**config.mk**
```make
export PLATFORM = sky130hd
export DESIGN_NAME = alu_seq_flat
export DESIGN_NICKNAME = d
export VERILOG_FILES = /design/src/rtl/alu_seq_if.sv /design/src/rtl/alu_seq.sv /design/src/flat_wrapper.sv
export SDC_FILE = /design/constraint.sdc
export NUM_CORES = 2
export LEC_CHECK = 0
export CORE_UTILIZATION = 50
export CTS_BUF_LIST = sky130_fd_sc_hd__clkbuf_16
export DETAILED_ROUTE_END_ITERATION = 8
export PLACE_DENSITY = 0.78
export SYNTH_ARGS = -nofsm -noshare
export SYNTH_HDL_FRONTEND = slang
export SYNTH_SLANG_ARGS = --single-unit
```
**constraint.sdc**
```tcl
create_clock -name clk -period 7.75 [get_ports clk]
set_input_delay 1.55 -clock clk [delete_from_list [all_inputs] [get_ports clk]]
set_output_delay 1.55 -clock clk [all_outputs]
set_load 0.05 [all_outputs]
```
**src/rtl/alu_seq_if.sv**
```systemverilog
// Operand/result handshake bundle for alu_seq.
// master = producer of operands and consumer of results, slave = the ALU.
interface alu_seq_if #(
  parameter int WIDTH = 32
);
  logic             in_valid;
  logic             in_ready;
  logic [WIDTH-1:0] inputA;
  logic [WIDTH-1:0] inputB;
  logic [3:0]       ALU_control;
  logic             out_valid;
  logic             out_ready;
  logic [WIDTH-1:0] outputC;
  logic [3:0]       ALU_flags;
  logic             div_by_zero;

  modport master (
    output in_valid, inputA, inputB, ALU_control, out_ready,
    input  in_ready, out_valid, outputC, ALU_flags, div_by_zero
  );

  modport slave (
    input  in_valid, inputA, inputB, ALU_control, out_ready,
    output in_ready, out_valid, outputC, ALU_flags, div_by_zero
  );
endinterface

```
**src/rtl/alu_seq.sv**
```systemverilog
// Registered execute-stage ALU with an iterative restoring divider,
// valid/ready handshake on both sides and {N,Z,C,V} + divide-by-zero flags.
//
// state    | meaning
// ---------+---------------------------------------------------------
// IDLE     | no result held, ready for a new operation
// DIV_BUSY | one restoring-division step per cycle, input stalled
// DONE     | result valid, waiting for the consumer to take it
module alu_seq #(
  parameter int WIDTH = 32,
  parameter int CNT_W = 6
) (
  input logic      clk,
  input logic      rst,
  alu_seq_if.slave bus
);

  typedef enum logic [1:0] {IDLE, DIV_BUSY, DONE} state_t;

  localparam logic [WIDTH-1:0] WIDTH_VAL = WIDTH'(WIDTH);
  localparam logic [CNT_W-1:0] CNT_START = CNT_W'(WIDTH - 1);

  localparam logic [3:0] OP_ADD = 4'b0001;
  localparam logic [3:0] OP_SUB = 4'b0010;
  localparam logic [3:0] OP_MUL = 4'b0011;
  localparam logic [3:0] OP_DIV = 4'b0100;
  localparam logic [3:0] OP_SL  = 4'b0101;
  localparam logic [3:0] OP_SR  = 4'b0110;
  localparam logic [3:0] OP_AVG = 4'b0111;

  state_t           state;
  logic [WIDTH-1:0] result;
  logic [3:0]       flags;
  logic             dbz;
  logic             res_valid;

  // divider working registers: quo starts as the dividend and shifts
  // quotient bits in from the right as dividend bits leave on the left
  logic [WIDTH-1:0] quo;
  logic [WIDTH-1:0] divisor;
  logic [WIDTH-1:0] rem;
  logic [CNT_W-1:0] cnt;

  logic             accept;
  logic             is_div;
  logic             b_zero;

  logic [WIDTH:0]     add_full;
  logic [WIDTH:0]     sub_full;
  logic [2*WIDTH-1:0] mul_full;
  logic [9:0]         avg_sum;
  logic [7:0]         avg_quo;
  logic [WIDTH-1:0]   op_res;
  logic               op_c;
  logic               op_v;

  logic [WIDTH:0]   rem_sh;
  logic             rem_ge;
  logic [WIDTH-1:0] rem_nxt;
  logic [WIDTH-1:0] quo_nxt;

  assign bus.in_ready    = !rst && ((state == IDLE) || ((state == DONE) && bus.out_ready));
  assign bus.out_valid   = res_valid;
  assign bus.outputC     = result;
  assign bus.ALU_flags   = flags;
  assign bus.div_by_zero = dbz;

  assign accept = bus.in_valid && bus.in_ready;
  assign is_div = (bus.ALU_control == OP_DIV);
  assign b_zero = (bus.inputB == '0);

  assign add_full = {1'b0, bus.inputA} + {1'b0, bus.inputB};
  assign sub_full = {1'b0, bus.inputA} - {1'b0, bus.inputB};
  assign mul_full = {{WIDTH{1'b0}}, bus.inputA} * {{WIDTH{1'b0}}, bus.inputB};
  assign avg_sum  = {2'b00, bus.inputA[7:0]} + {2'b00, bus.inputA[15:8]}
                  + {2'b00, bus.inputA[23:16]};
  assign avg_quo  = 8'(avg_sum / 10'd3);

  // single-cycle operation result and carry/overflow
  always_comb begin
    op_res = bus.inputA;
    op_c   = 1'b0;
    op_v   = 1'b0;
    case (bus.ALU_control)
      OP_ADD: begin
        op_res = add_full[WIDTH-1:0];
        op_c   = add_full[WIDTH];
        op_v   = (bus.inputA[WIDTH-1] == bus.inputB[WIDTH-1]) &&
                 (add_full[WIDTH-1] != bus.inputA[WIDTH-1]);
      end
      OP_SUB: begin
        op_res = sub_full[WIDTH-1:0];
        op_c   = !sub_full[WIDTH];
        op_v   = (bus.inputA[WIDTH-1] != bus.inputB[WIDTH-1]) &&
                 (sub_full[WIDTH-1] != bus.inputA[WIDTH-1]);
      end
      OP_MUL: begin
        op_res = mul_full[WIDTH-1:0];
        op_v   = |mul_full[2*WIDTH-1:WIDTH];
      end
      OP_SL:   op_res = (bus.inputB >= WIDTH_VAL) ? '0 : (bus.inputA << bus.inputB);
      OP_SR:   op_res = (bus.inputB >= WIDTH_VAL) ? '0 : (bus.inputA >> bus.inputB);
      OP_AVG:  op_res = {{(WIDTH-8){1'b0}}, avg_quo};
      default: op_res = bus.inputA;
    endcase
  end

  // one restoring-division step: bring down the next dividend bit, subtract if it fits
  always_comb begin
    rem_sh  = {rem, quo[WIDTH-1]};
    rem_ge  = (rem_sh >= {1'b0, divisor});
    rem_nxt = rem_ge ? WIDTH'(rem_sh - {1'b0, divisor}) : rem_sh[WIDTH-1:0];
    quo_nxt = {quo[WIDTH-2:0], rem_ge};
  end

  // control FSM with registered result, flags and out_valid
  always_ff @(posedge clk or posedge rst) begin
    if (rst) begin
      state     <= IDLE;
      result    <= '0;
      flags     <= '0;
      dbz       <= 1'b0;
      res_valid <= 1'b0;
      quo       <= '0;
      divisor   <= '0;
      rem       <= '0;
      cnt       <= '0;
    end else begin
      case (state)
        IDLE, DONE: begin
          if (accept) begin
            if (is_div && b_zero) begin
              result    <= '1;
              flags     <= 4'b1000;
              dbz       <= 1'b1;
              res_valid <= 1'b1;
              state     <= DONE;
            end else if (is_div) begin
              quo       <= bus.inputA;
              divisor   <= bus.inputB;
              rem       <= '0;
              cnt       <= CNT_START;
              res_valid <= 1'b0;
              state     <= DIV_BUSY;
            end else begin
              result    <= op_res;
              flags     <= {op_res[WIDTH-1], (op_res == '0), op_c, op_v};
              dbz       <= 1'b0;
              res_valid <= 1'b1;
              state     <= DONE;
            end
          end else if ((state == DONE) && bus.out_ready) begin
            res_valid <= 1'b0;
            state     <= IDLE;
          end
        end
        DIV_BUSY: begin
          quo <= quo_nxt;
          rem <= rem_nxt;
          cnt <= cnt - 1'b1;
          if (cnt == '0) begin
            result    <= quo_nxt;
            flags     <= {quo_nxt[WIDTH-1], (quo_nxt == '0), 2'b00};
            dbz       <= 1'b0;
            res_valid <= 1'b1;
            state     <= DONE;
          end
        end
        default: state <= IDLE;
      endcase
    end
  end

endmodule

```
**src/flat_wrapper.sv**
```systemverilog
// flat-port wrapper written by rule: the top's interface ports become plain ports
module alu_seq_flat 
#(
  parameter int WIDTH = 32,
  parameter int CNT_W = 6
)
  (clk, rst, bus_in_valid, bus_inputA, bus_inputB, bus_ALU_control, bus_out_ready, bus_in_ready, bus_out_valid, bus_outputC, bus_ALU_flags, bus_div_by_zero);
  alu_seq_if #(.WIDTH(WIDTH)) bus_i ();
  input logic clk;
  input logic rst;
  input wire logic [$bits(bus_i.in_valid)-1:0] bus_in_valid;
  input wire logic [$bits(bus_i.inputA)-1:0] bus_inputA;
  input wire logic [$bits(bus_i.inputB)-1:0] bus_inputB;
  input wire logic [$bits(bus_i.ALU_control)-1:0] bus_ALU_control;
  input wire logic [$bits(bus_i.out_ready)-1:0] bus_out_ready;
  output wire logic [$bits(bus_i.in_ready)-1:0] bus_in_ready;
  output wire logic [$bits(bus_i.out_valid)-1:0] bus_out_valid;
  output wire logic [$bits(bus_i.outputC)-1:0] bus_outputC;
  output wire logic [$bits(bus_i.ALU_flags)-1:0] bus_ALU_flags;
  output wire logic [$bits(bus_i.div_by_zero)-1:0] bus_div_by_zero;
  assign bus_i.in_valid = bus_in_valid;
  assign bus_i.inputA = bus_inputA;
  assign bus_i.inputB = bus_inputB;
  assign bus_i.ALU_control = bus_ALU_control;
  assign bus_i.out_ready = bus_out_ready;
  assign bus_in_ready = bus_i.in_ready;
  assign bus_out_valid = bus_i.out_valid;
  assign bus_outputC = bus_i.outputC;
  assign bus_ALU_flags = bus_i.ALU_flags;
  assign bus_div_by_zero = bus_i.div_by_zero;
  alu_seq #(.WIDTH(WIDTH), .CNT_W(CNT_W)) u_core (.clk(clk), .rst(rst), .bus(bus_i));
endmodule
```
==> impl_metrics.toml <==
[placement]
weighted_congestion_reported_at_the_end_of_routability_driven_placement = 1.048
post-place-cells = 7862
io_buffer_count = 110
hpwlAfterDp_um = 164600

[critical_path]
timing.critical_path.slowest_cell_delay_ns = 0.59
reg2reg_setup_slack_ns = 3.18
worstReg2RegStart = "u_core.divisor[1]$_DFFE_PP0P_"
arrival_ns = 9.83
worst_ep_required_time_ns = 8.10
end_kind = "register"
critical_path.most_common_cell = "fa_1"
worst-path-max-fanout = 14
timing.setup.critical_path_class = "primary input to register"
reg2regPathDepth = 17
start_kind = "primary input"
reg2reg_to = "u_core.rem[1]$_DFFE_PP0P_"
cp_slowest_cell = "fa_1"

[clock_tree]
cts.reportedPaths.clkPinSlew_ns = 0.08
cts_root_buffer = "clkbuf_16"
clock_tree_from_tritoncts = "yes"
cts_made_buffers = 17
clock_insertion_delay_worst_skew_ns = 0.45
max-clock-path-buffers = 2
cts_sinks = 141
h-tree-depth = 4
count_of_hold_fix_buffers_inserted_at_cts = 0

[logic_synthesis]
number_of_instances_in_the_synthesized_netlist = 6011
fraction_of_post_synthesis_cell_area_in_the_top_cell_type_by_area_pct = 34.95
synth_top_cell_by_area = "fa_1"
synth_sequential_area_ratio_pct = 6.837
synthesis.yosys.warnings = 0
synthesis.area_per_instance_um2 = 8.585
synth_top_cells_by_area = "fa_1 (35%), and2_1 (10%), ha_1 (9.2%)"
synth.net_count = 7363
synth_edf_count = 0
asyncSetResetFlopFracSynth_pct = 100.0
post_synth_instance_area_mm2 = 0.05161
synth_seq_cells = 141
synth_ff_type = "dfrtp_1"
yosysUniqueCellTypes = 90

[drt]
wirelength_met1_um = 76560
routed-wl-met2_um = 95340
dr.max_layer_used = "met5"
detailed_route_drc_error_count = 0
route.final.wire_length_um = 213600
wl_per_cell_um = 26.51
drtPass1Iterations = 8
vias_per_cell = 6.043
met3_length_um = 22210
number_of_vias_in_the_routed_layout = 48690
detail_route.iter0.violations = 4925
post_route_ant_nets = 0

[sta]
final-max-slew-violation-count = 0
layout_worst_path_cycle_share_pct = 122.3
holdWs_ns = 0.4781
finalHoldViolCount = 0
finalClockSkew_ns = 0.02378
timing.final.crit_period_ns = 9.480
setup_repair_after_global_routing_missed_its_margin = "yes"
final-setup-viol-count = 19
tightestPinTransition_ns = 1.026
final_setup_margin_ns = -1.730
relSlewSlack_pct = 30.91
max_clock_freq_mhz = 105.5

[finish]
layoutNonFillerInstCount = 8058
most-common-layout-cells = "inv_1 (917), and2_1 (819), fa_1 (815)"
final_layout_size_suffix_gt1_share_pct = 23.18
fin_nets = 8018
layout_commonest_cell = "inv_1"
area_growth_pct = 24.78

[die]
core-area_mm2 = 0.1020
die_height_um = 323.3
io_pins = 111
die_width_um = 323.3
initial_utilization_pct = 50.58
floorplan.die_area_mm2 = 0.1045
placement_rows = 117

[grt]
global_route.usage.total_pct = 41.15
grt_overflow = 0
grt_pass1_wl_um = 317800
largest_net_degree_at_the_start_of_global_routing = 89
grt_antenna_before_repair = 14
via_count_of_the_first_global_routing_pass = 50580

[job]
max-cap-violations = 0

[min_path]
min_from = "u_core.bus.outputC[8]$_DFFE_PP0P_"
hold-path-cell-count = 1
worst_min_delay_path_endpoint = "u_core.bus.outputC[8]$_DFFE_PP0P_"
hp-class = "register to register"

[run_status]
failed_checks = "negative setup slack"
run_status = "finished, violations left"
[how the worst max path moves through the flow]
stage	start	to	slack (ns)	cells past startpoint
CTS	bus_inputB[22]	u_core.bus.ALU_flags[0]$_DFFE_PP0P_	-1.77	33
detailed placement	bus_inputA[1]	u_core.bus.ALU_flags[0]$_DFFE_PP0P_	-3.15	30
finish	bus_inputB[15]	u_core.bus.ALU_flags[0]$_DFFE_PP0P_	-1.73	31
global route	bus_inputA[15]	u_core.bus.ALU_flags[0]$_DFFE_PP0P_	-1.88	32
floorplan	bus_inputB[2]	u_core.bus.ALU_flags[0]$_DFFE_PP0P_	-1.91	35
global placement	bus_inputA[1]	u_core.bus.ALU_flags[0]$_DFFE_PP0P_	-3.17	30
[metrics by stage]
| step | utilization (%) | worst slack (ns) | setup TNS, ns | area, um2 |
|---|---|---|---|---|
| 5_1_grt | 63.09 | -1.880 | -19.83 | 64380 |
| 3_5_place_dp | 58.51 | -3.152 | -43.57 | 59700 |
| 6_report | 63.11 | -1.730 | -17.14 | 64390 |
| 2_1_floorplan | - | -1.908 | -16.02 | 52100 |
| 3_3_place_gp | 58.51 | -3.166 | -41.80 | 59700 |
| 4_1_cts | 61.65 | -1.770 | -14.67 | 62900 |
[cells in the mapped netlist (all sizes together), types with 27 or more instances]
| library cell | count |
|---|---|
| nor2b | 37 |
| xnor2 | 70 |
| o21a | 29 |
| o31ai | 33 |
| inv | 995 |
| o211ai | 37 |
| a21oi | 195 |
| nand3 | 80 |
| a31oi | 75 |
| mux4 | 43 |
| dfrtp | 141 |
| nand2b | 44 |
| nor4 | 37 |
| buf | 45 |
| mux2i | 88 |
| clkbuf | 352 |
| nand2 | 322 |
| xor2 | 27 |
| and2 | 857 |
| nor3 | 73 |
| nor2 | 357 |
| fa | 901 |
| ha | 379 |
| a21o | 72 |
| a211oi | 36 |
| o22ai | 41 |
| o21ai | 236 |
[cell type report]
| type | count | area (um2) |
|---|---|---|
| clock inverters | 15 | 125.1 |
| diodes | 11 | 27.53 |
| inverters | 997 | 3799 |
| multi-input cells | 4476 | 45100 |
| well taps | 1368 | 1712 |
| clock buffers | 17 | 425.4 |
| flip-flops and latches | 141 | 3528 |
| fillers | 8296 | 37640 |
| repair buffers | 1033 | 9676 |
[layer usage]
metal / vias up / global-route usage [%]
met5: - / 0
met4: 4 / 29.88
met3: 812 / 9.529
met2: 2797 / 63.32
met1: 24370 / 50.73
li1: 20710 / -
[registers in the layout, summed over array words and instances, names as in the netlist]
register                cells
u_core.bus.ALU_flags        4
u_core.bus.div_by_zero      1
u_core.bus.out_valid        1
u_core.bus.outputC         31
u_core.cnt                  6
u_core.divisor             32
u_core.quo                 32
u_core.rem                 32
u_core.state                2
[worst max-delay path, delay by kind of cell]
kind,cells,cell delay [ns]
AO/OA/AOI/OAI,5,1.25
XOR/XNOR,1,0.14
adder cells (fa/ha/maj),9,4.39
buffers and inverters,8,1.07
AND/OR/NAND/NOR,8,1.38
[what timing repair did]
item                       in CTS  in global routing
setup endpoints to repair      27                 24
pin swaps                     256                237
resized for setup             483                292
buffers inserted               94                 63
gates cloned                   13                  2
[cell families after synthesis]
group / after synthesis / share of synthesized area (%)
xor+xnor: 97 / 1.646
buf+inv: 1394 / 10.22
compound gates: 1002 / 12.94
flops: 141 / 6.837
simple gates: 1946 / 20.20
fa+ha+maj: 1280 / 44.14
mux: 151 / 4.020
Power is not shown: default switching activity piles up to over one toggle a cycle in this logic, so the estimate is an artifact.
